==> src/rtl/cpm_pkg.sv <==
// Shared types and constants for the clock period meter.
package cpm_pkg;

    typedef enum logic [1:0] {
        IDLE = 2'd0,
        ARM  = 2'd1,
        MEAS = 2'd2,
        DONE = 2'd3
    } cpm_state_t;

    // Allowed |2*high - period| for the duty check; absorbs half-cycle
    // quantisation of odd-ratio 50% clocks.
    localparam int unsigned DUTY_TOL = 2;

    // Derived sizes depend on module parameters, so they are exposed as
    // helpers that each instance turns into its own localparams.
    function automatic int unsigned n_avg(input int unsigned avg_log2);
        return 32'd1 << avg_log2;
    endfunction

    function automatic int unsigned sum_w(input int unsigned cnt_w, input int unsigned avg_log2);
        return cnt_w + avg_log2;
    endfunction

endpackage

==> src/rtl/cpm_sync_edge.sv <==
// Two-flop synchronizer plus history flop; emits the synchronized level and
// a one-cycle rising-edge strobe. Fixed 2-cycle latency from sig_in.
module cpm_sync_edge (
    input  logic clk,
    input  logic rst,
    input  logic sig_in,
    output logic lvl,
    output logic rise
);

    logic s1, s2, s3;

    // Synchronizer chain and edge-history flop, cleared by synchronous reset.
    always_ff @(posedge clk) begin
        if (!rst) begin
            s1 <= 1'b0;
            s2 <= 1'b0;
            s3 <= 1'b0;
        end else begin
            s1 <= sig_in;
            s2 <= s1;
            s3 <= s2;
        end
    end

    assign lvl  = s2;
    assign rise = s2 & ~s3;

endmodule

==> src/rtl/clk_period_meter.sv <==
// Clock period meter: averages the period (and optionally the high time) of a
// slow square wave over 2^AVG_LOG2 periods, in clk cycles, and flags lock
// against an expected period.
// Optional feature macro: CPM_DUTY_EN (high-time accumulator and duty check).
module clk_period_meter
    import cpm_pkg::*;
#(
    parameter int unsigned CNT_W    = 16,
    parameter int unsigned AVG_LOG2 = 2,
    parameter int unsigned TOL      = 1
) (
    input  logic             clk,
    input  logic             rst,
    input  logic             sig_in,
    input  logic             start,
    input  logic [CNT_W-1:0] expected,
    output logic             busy,
    output logic             done,
    output logic [CNT_W-1:0] period,
    output logic [CNT_W-1:0] high_cnt,
    output logic             lock,
    output logic             duty_ok,
    output logic             timeout
);

    localparam int unsigned N_AVG = n_avg(AVG_LOG2);
    localparam int unsigned SUM_W = sum_w(CNT_W, AVG_LOG2);
    localparam int unsigned EDG_W = AVG_LOG2 + 1;
    localparam logic [CNT_W-1:0] IDLE_TC = {{(CNT_W-1){1'b1}}, 1'b0};

    cpm_state_t state_q, state_d;

    logic             rise;
    logic [SUM_W-1:0] cyc_q;
    logic [EDG_W-1:0] edges_q;
    logic [CNT_W-1:0] idle_q;
    logic [CNT_W-1:0] expected_q;
    logic [CNT_W-1:0] period_q;
    logic             lock_q;
    logic             timeout_q;

    logic             last_rise;
    logic             tmo_hit;
    logic [SUM_W-1:0] sum_fin;
    logic [SUM_W-1:0] quot;
    logic             ovf;
    logic [CNT_W-1:0] period_nxt;
    logic [CNT_W-1:0] diff;
    logic             lock_nxt;

`ifdef CPM_DUTY_EN
    logic sig_lvl;

    cpm_sync_edge u_sync (
        .clk    (clk),
        .rst    (rst),
        .sig_in (sig_in),
        .lvl    (sig_lvl),
        .rise   (rise)
    );
`else
    logic sig_lvl_unused;

    cpm_sync_edge u_sync (
        .clk    (clk),
        .rst    (rst),
        .sig_in (sig_in),
        .lvl    (sig_lvl_unused),
        .rise   (rise)
    );
`endif

    // Edge-count terminal, no-edge timeout, and averaged result with saturation.
    always_comb begin
        last_rise  = rise && (edges_q == EDG_W'(N_AVG - 1));
        tmo_hit    = ((state_q == ARM) || (state_q == MEAS)) && (idle_q == IDLE_TC) && !rise;
        sum_fin    = cyc_q + SUM_W'(1);
        quot       = sum_fin >> AVG_LOG2;
        ovf        = |(quot >> CNT_W);
        period_nxt = ovf ? '1 : quot[CNT_W-1:0];
        diff       = (period_nxt >= expected_q) ? (period_nxt - expected_q)
                                                : (expected_q - period_nxt);
        lock_nxt   = !ovf && (diff <= CNT_W'(TOL));
    end

    // State register.
    always_ff @(posedge clk) begin
        if (!rst) state_q <= IDLE;
        else      state_q <= state_d;
    end

    // Next-state logic; a rise always beats the timeout terminal count.
    always_comb begin
        state_d = state_q;
        case (state_q)
            IDLE: if (start) state_d = ARM;
            ARM: begin
                if (rise)         state_d = MEAS;
                else if (tmo_hit) state_d = IDLE;
            end
            MEAS: begin
                if (last_rise)    state_d = DONE;
                else if (tmo_hit) state_d = IDLE;
            end
            DONE:    state_d = IDLE;
            default: state_d = IDLE;
        endcase
    end

    // FSM-decoded outputs.
    always_comb begin
        busy = (state_q == ARM) || (state_q == MEAS);
        done = (state_q == DONE);
    end

    // Measurement datapath. Results register on the edge into DONE so the
    // done pulse and the new values are visible in the same cycle.
    always_ff @(posedge clk) begin
        if (!rst) begin
            cyc_q      <= '0;
            edges_q    <= '0;
            idle_q     <= '0;
            expected_q <= '0;
            period_q   <= '0;
            lock_q     <= 1'b0;
            timeout_q  <= 1'b0;
        end else begin
            case (state_q)
                IDLE: begin
                    if (start) begin
                        expected_q <= expected;
                        timeout_q  <= 1'b0;
                        idle_q     <= '0;
                    end
                end
                ARM: begin
                    if (rise) begin
                        cyc_q   <= '0;
                        edges_q <= '0;
                        idle_q  <= '0;
                    end else begin
                        idle_q <= idle_q + CNT_W'(1);
                        if (tmo_hit) timeout_q <= 1'b1;
                    end
                end
                MEAS: begin
                    cyc_q <= cyc_q + SUM_W'(1);
                    if (rise) begin
                        edges_q <= edges_q + EDG_W'(1);
                        idle_q  <= '0;
                        if (last_rise) begin
                            period_q <= period_nxt;
                            lock_q   <= lock_nxt;
                        end
                    end else begin
                        idle_q <= idle_q + CNT_W'(1);
                        if (tmo_hit) timeout_q <= 1'b1;
                    end
                end
                default: ;
            endcase
        end
    end

    assign period  = period_q;
    assign lock    = lock_q;
    assign timeout = timeout_q;

`ifdef CPM_DUTY_EN
    logic [SUM_W-1:0] acc_q;
    logic [SUM_W-1:0] acc_fin;
    logic [SUM_W-1:0] hquot;
    logic [CNT_W-1:0] high_nxt;
    logic [CNT_W:0]   dbl;
    logic [CNT_W:0]   pext;
    logic [CNT_W:0]   ddiff;
    logic             duty_nxt;
    logic [CNT_W-1:0] high_q;
    logic             duty_q;

    // Averaged high time and |2*high - period| duty check.
    always_comb begin
        acc_fin  = acc_q + SUM_W'(sig_lvl);
        hquot    = acc_fin >> AVG_LOG2;
        high_nxt = (|(hquot >> CNT_W)) ? '1 : hquot[CNT_W-1:0];
        dbl      = {high_nxt, 1'b0};
        pext     = {1'b0, period_nxt};
        ddiff    = (dbl >= pext) ? (dbl - pext) : (pext - dbl);
        duty_nxt = !ovf && (ddiff <= (CNT_W+1)'(DUTY_TOL));
    end

    // High-time accumulator over the same window as the cycle counter.
    always_ff @(posedge clk) begin
        if (!rst) begin
            acc_q  <= '0;
            high_q <= '0;
            duty_q <= 1'b0;
        end else if ((state_q == ARM) && rise) begin
            acc_q <= '0;
        end else if (state_q == MEAS) begin
            acc_q <= acc_fin;
            if (last_rise) begin
                high_q <= high_nxt;
                duty_q <= duty_nxt;
            end
        end
    end

    assign high_cnt = high_q;
    assign duty_ok  = duty_q;
`else
    assign high_cnt = '0;
    assign duty_ok  = 1'b0;
`endif

endmodule
==> config.mk <==
export PLATFORM = sky130hd
export DESIGN_NAME = clk_period_meter
export DESIGN_NICKNAME = d
export VERILOG_FILES = /design/src/rtl/cpm_pkg.sv /design/src/rtl/cpm_sync_edge.sv /design/src/rtl/clk_period_meter.sv
export SDC_FILE = /design/constraint.sdc
export NUM_CORES = 1
export LEC_CHECK = 0
export ABC_AREA = 1
export CAP_MARGIN = 10
export CORE_ASPECT_RATIO = 1.25
export CORE_MARGIN = 8
export CORE_UTILIZATION = 58
export DETAILED_ROUTE_END_ITERATION = 10
export GPL_TIMING_DRIVEN = 0
export PLACE_DENSITY = 0.84
export SLEW_MARGIN = 15
export SYNTH_ARGS = -nofsm -noshare
export SYNTH_HDL_FRONTEND = slang
export SYNTH_SLANG_ARGS = --single-unit
export TNS_END_PERCENT = 100
==> constraint.sdc <==
create_clock -name clk -period 3.8 [get_ports clk]
set_clock_uncertainty 0.15 [all_clocks]
set_input_delay 1.14 -clock clk [delete_from_list [all_inputs] [get_ports clk]]
set_output_delay 1.14 -clock clk [all_outputs]
set_load 0.02 [all_outputs]
==> out/qor.yml <==
synth_top_area_share_pct: 27.34
drive_gt1_share_pct: 12.25
hold_viol_final: 0
insertedDiodeCount: 0
cp.arrival_ns: 3.71
avgSynthCellArea_um2: 6.294
power.total_mw: 2.253
finalSetupViolCount: 0
drc: 0
synth.top_cells.by_count: "nand2_1, inv_1, a21oi_1"
ioPinCount: 57
worst_slew_pin_slew_ns: 0.6783
ctsHoldBuffers: 0
clkTransAtPathRegs_ns: 0.05
cp-start-kind: "flip-flop"
worstSetupEndpointType: "flip-flop"
wl_per_cell_um: 13.99
dieHeight_um: 125.5
p_per_area_nw_per_um2: 334.5
postSynthCellCount: 884
wl_met2_um: 7837
antenna_found_initial: 0
yosysSeqAreaShare_pct: 27.34
clk_path_buf_depth: 2
vias: 5757
hold_path_class: "flip-flop to flip-flop"
dp_hpwl_um: 11530
synthArstFlopShare_pct: 0
htree_levels: 3
max_slew_margin_pct: 54.78
clkLatencyLatePin_ns: 0.34
peakVddDrop_mv: 0.2819
cpMostUsedCell: "nand2_1"
post-route-util_pct: 71.20
wl_um: 15240
cts_tree: "yes"
num_rows: 40
first_global_vias: 5503
postRouteAntennaNets: 0
criticalPathCategory: "flip-flop to flip-flop"
synth_area_leaders: "dfxtp_1, nand2_1, ha_1"
stdcell_count: 1089
ys.flop_type: "dfxtp_1"
place_inst: 1065
highest_layer: "met4"
synth_cell_types: 46
worstReg2RegStart: "cyc_q[0]"
dr.pass1.iters: 5
ys_warn_count: 0
whs_ns: 0.2641
drt-met1-wl_um: 5995
viasPerCell: 5.287
grt_max_degree: 12
synth_area_leader_cell: "dfxtp_1"
p_leak_nw: 3.211
cpPeakStageDelay_ns: 0.38
first_iter_violations: 390
die_area_um2: 13000
finalCriticalPeriod_ns: 3.604
grt-ovfl-total: 0
cp-startpoint: "cyc_q[0]"
maxSlewViolCount: 0
synth-edff-count: 0
synth_most_common_cell: "nand2_1"
grt_pass1_wl_um: 24240
cts_buffers: 9
ys_ff_latch: 76
timing.critical_path.buf_inv: 5
min_from: "u_sync.s1"
root_buffer: "clkbuf_16"
clock-sinks: 76
final_nets: 1020
outcome: "complete, no violations"
syn_area_um2: 5564
die_width_um: 103.6
fin_tns_setup_ns: 0
fin_crit_sh_pct: 94.84
crit_slowest_cell: "dfxtp_4"
wl_met3_um: 695
max_clock_freq_ghz: 0.2775
globalplace.congestion: 0.9437
critPathMaxFanout: 6
max_cap_viol_count: 0
area_delta_synth_final_pct: 21.05
grt_util_all_layers_pct: 22.51
core_um2: 9459
initial_core_util_pct: 58.82
critPathRequiredTime_ns: 3.91
io_buffers: 39
path_delay_family: "simple AND/OR/NAND/NOR gates"
layer usage:
metal / GRT usage (%) / vias to the layer above
met5: 0 / -
met4: 14.47 / 0
met3: 4.265 / 54
met2: 41.91 / 164
met1: 22.27 / 2615
li1: - / 2924
registers in the layout, summed over array words and instances, names as in the netlist:
register and count:
cyc_q 18, u_sync.s1 1, idle_q 16, period 16, lock 1, expected_q 16
u_sync.lvl 1, edges_q 3, state_q 2, timeout 1, u_sync.s3 1
what timing repair did:
action,CTS,global route
setup buffers,0,7
resized for setup,0,50
setup endpoints to repair,0,1
logic make-up after synthesis:
logic type	Yosys count	share of synthesized area [%]
buffers and inverters	184	13.76
AO/OA/AOI/OAI	159	15.79
XOR/XNOR	9	1.417
other	1	0.06740
adder cells (fa/ha/maj)	42	9.714
AND/OR/NAND/NOR	413	31.91
flip-flops	76	27.34
power by group:
part | internal (mW) | switching [mW] | total [mW]
sequential | 0.816 | 0.0120 | 0.828
clock | 0.495 | 0.314 | 0.810
combinational | 0.213 | 0.402 | 0.615
per-stage QoR:
stage               instance area, µm²  worst slack (ns)
global route                      6735          -0.09889
detailed placement                6172           0.07492
finish                            6735            0.1959
CTS                               6455           0.01723
global placement                  6172            0.1393
floorplan                         5624            0.6301
worst paths after layout:
path / endpoint / slack, ns / depth (start not counted)
max: lock / 0.20 / 29
min: u_sync.lvl / 0.26 / 2
max reg2reg: lock / 0.20 / 29
min reg2reg: u_sync.lvl / 0.26 / 2
cells in the final DEF (no fill, tap or decap), types with 5 or more instances in the layout:
master / netlist / layout
clkbuf_1: 13 / 16
ha_1: 40 / 34
nand3_1: 43 / 42
clkbuf_16: 0 / 9
buf_4: 18 / 25
conb_1: 1 / 17
nor3_1: 15 / 13
nand2_2: 8 / 9
o21ai_0: 49 / 49
nand2_1: 253 / 248
inv_2: 15 / 15
a21oi_1: 82 / 75
nand4_1: 11 / 11
nor2_1: 57 / 56
clkdlybuf4s50_1: 0 / 39
a21oi_2: 4 / 10
xor2_1: 8 / 6
buf_2: 6 / 5
dfxtp_1: 76 / 73
nor2_2: 6 / 5
inv_1: 130 / 130
tightest hold or removal path, stage by stage, from the launching register on:
cell and delay (ns):
dfxtp_1 0.30, nand2_1 0.05, inv_1 0.04
cell type report:
cell class	instances	area [µm²]
inverter	146	548.0
sequential	76	1533
multi-input combinational	640	3540
tap	126	157.7
clock buffer	15	277.8
fill	785	2724
timing repair buffer	47	447.9
clock inverter	1	5.005
buffer	38	226.5
Note: power is estimated with default switching activity, not from simulation.
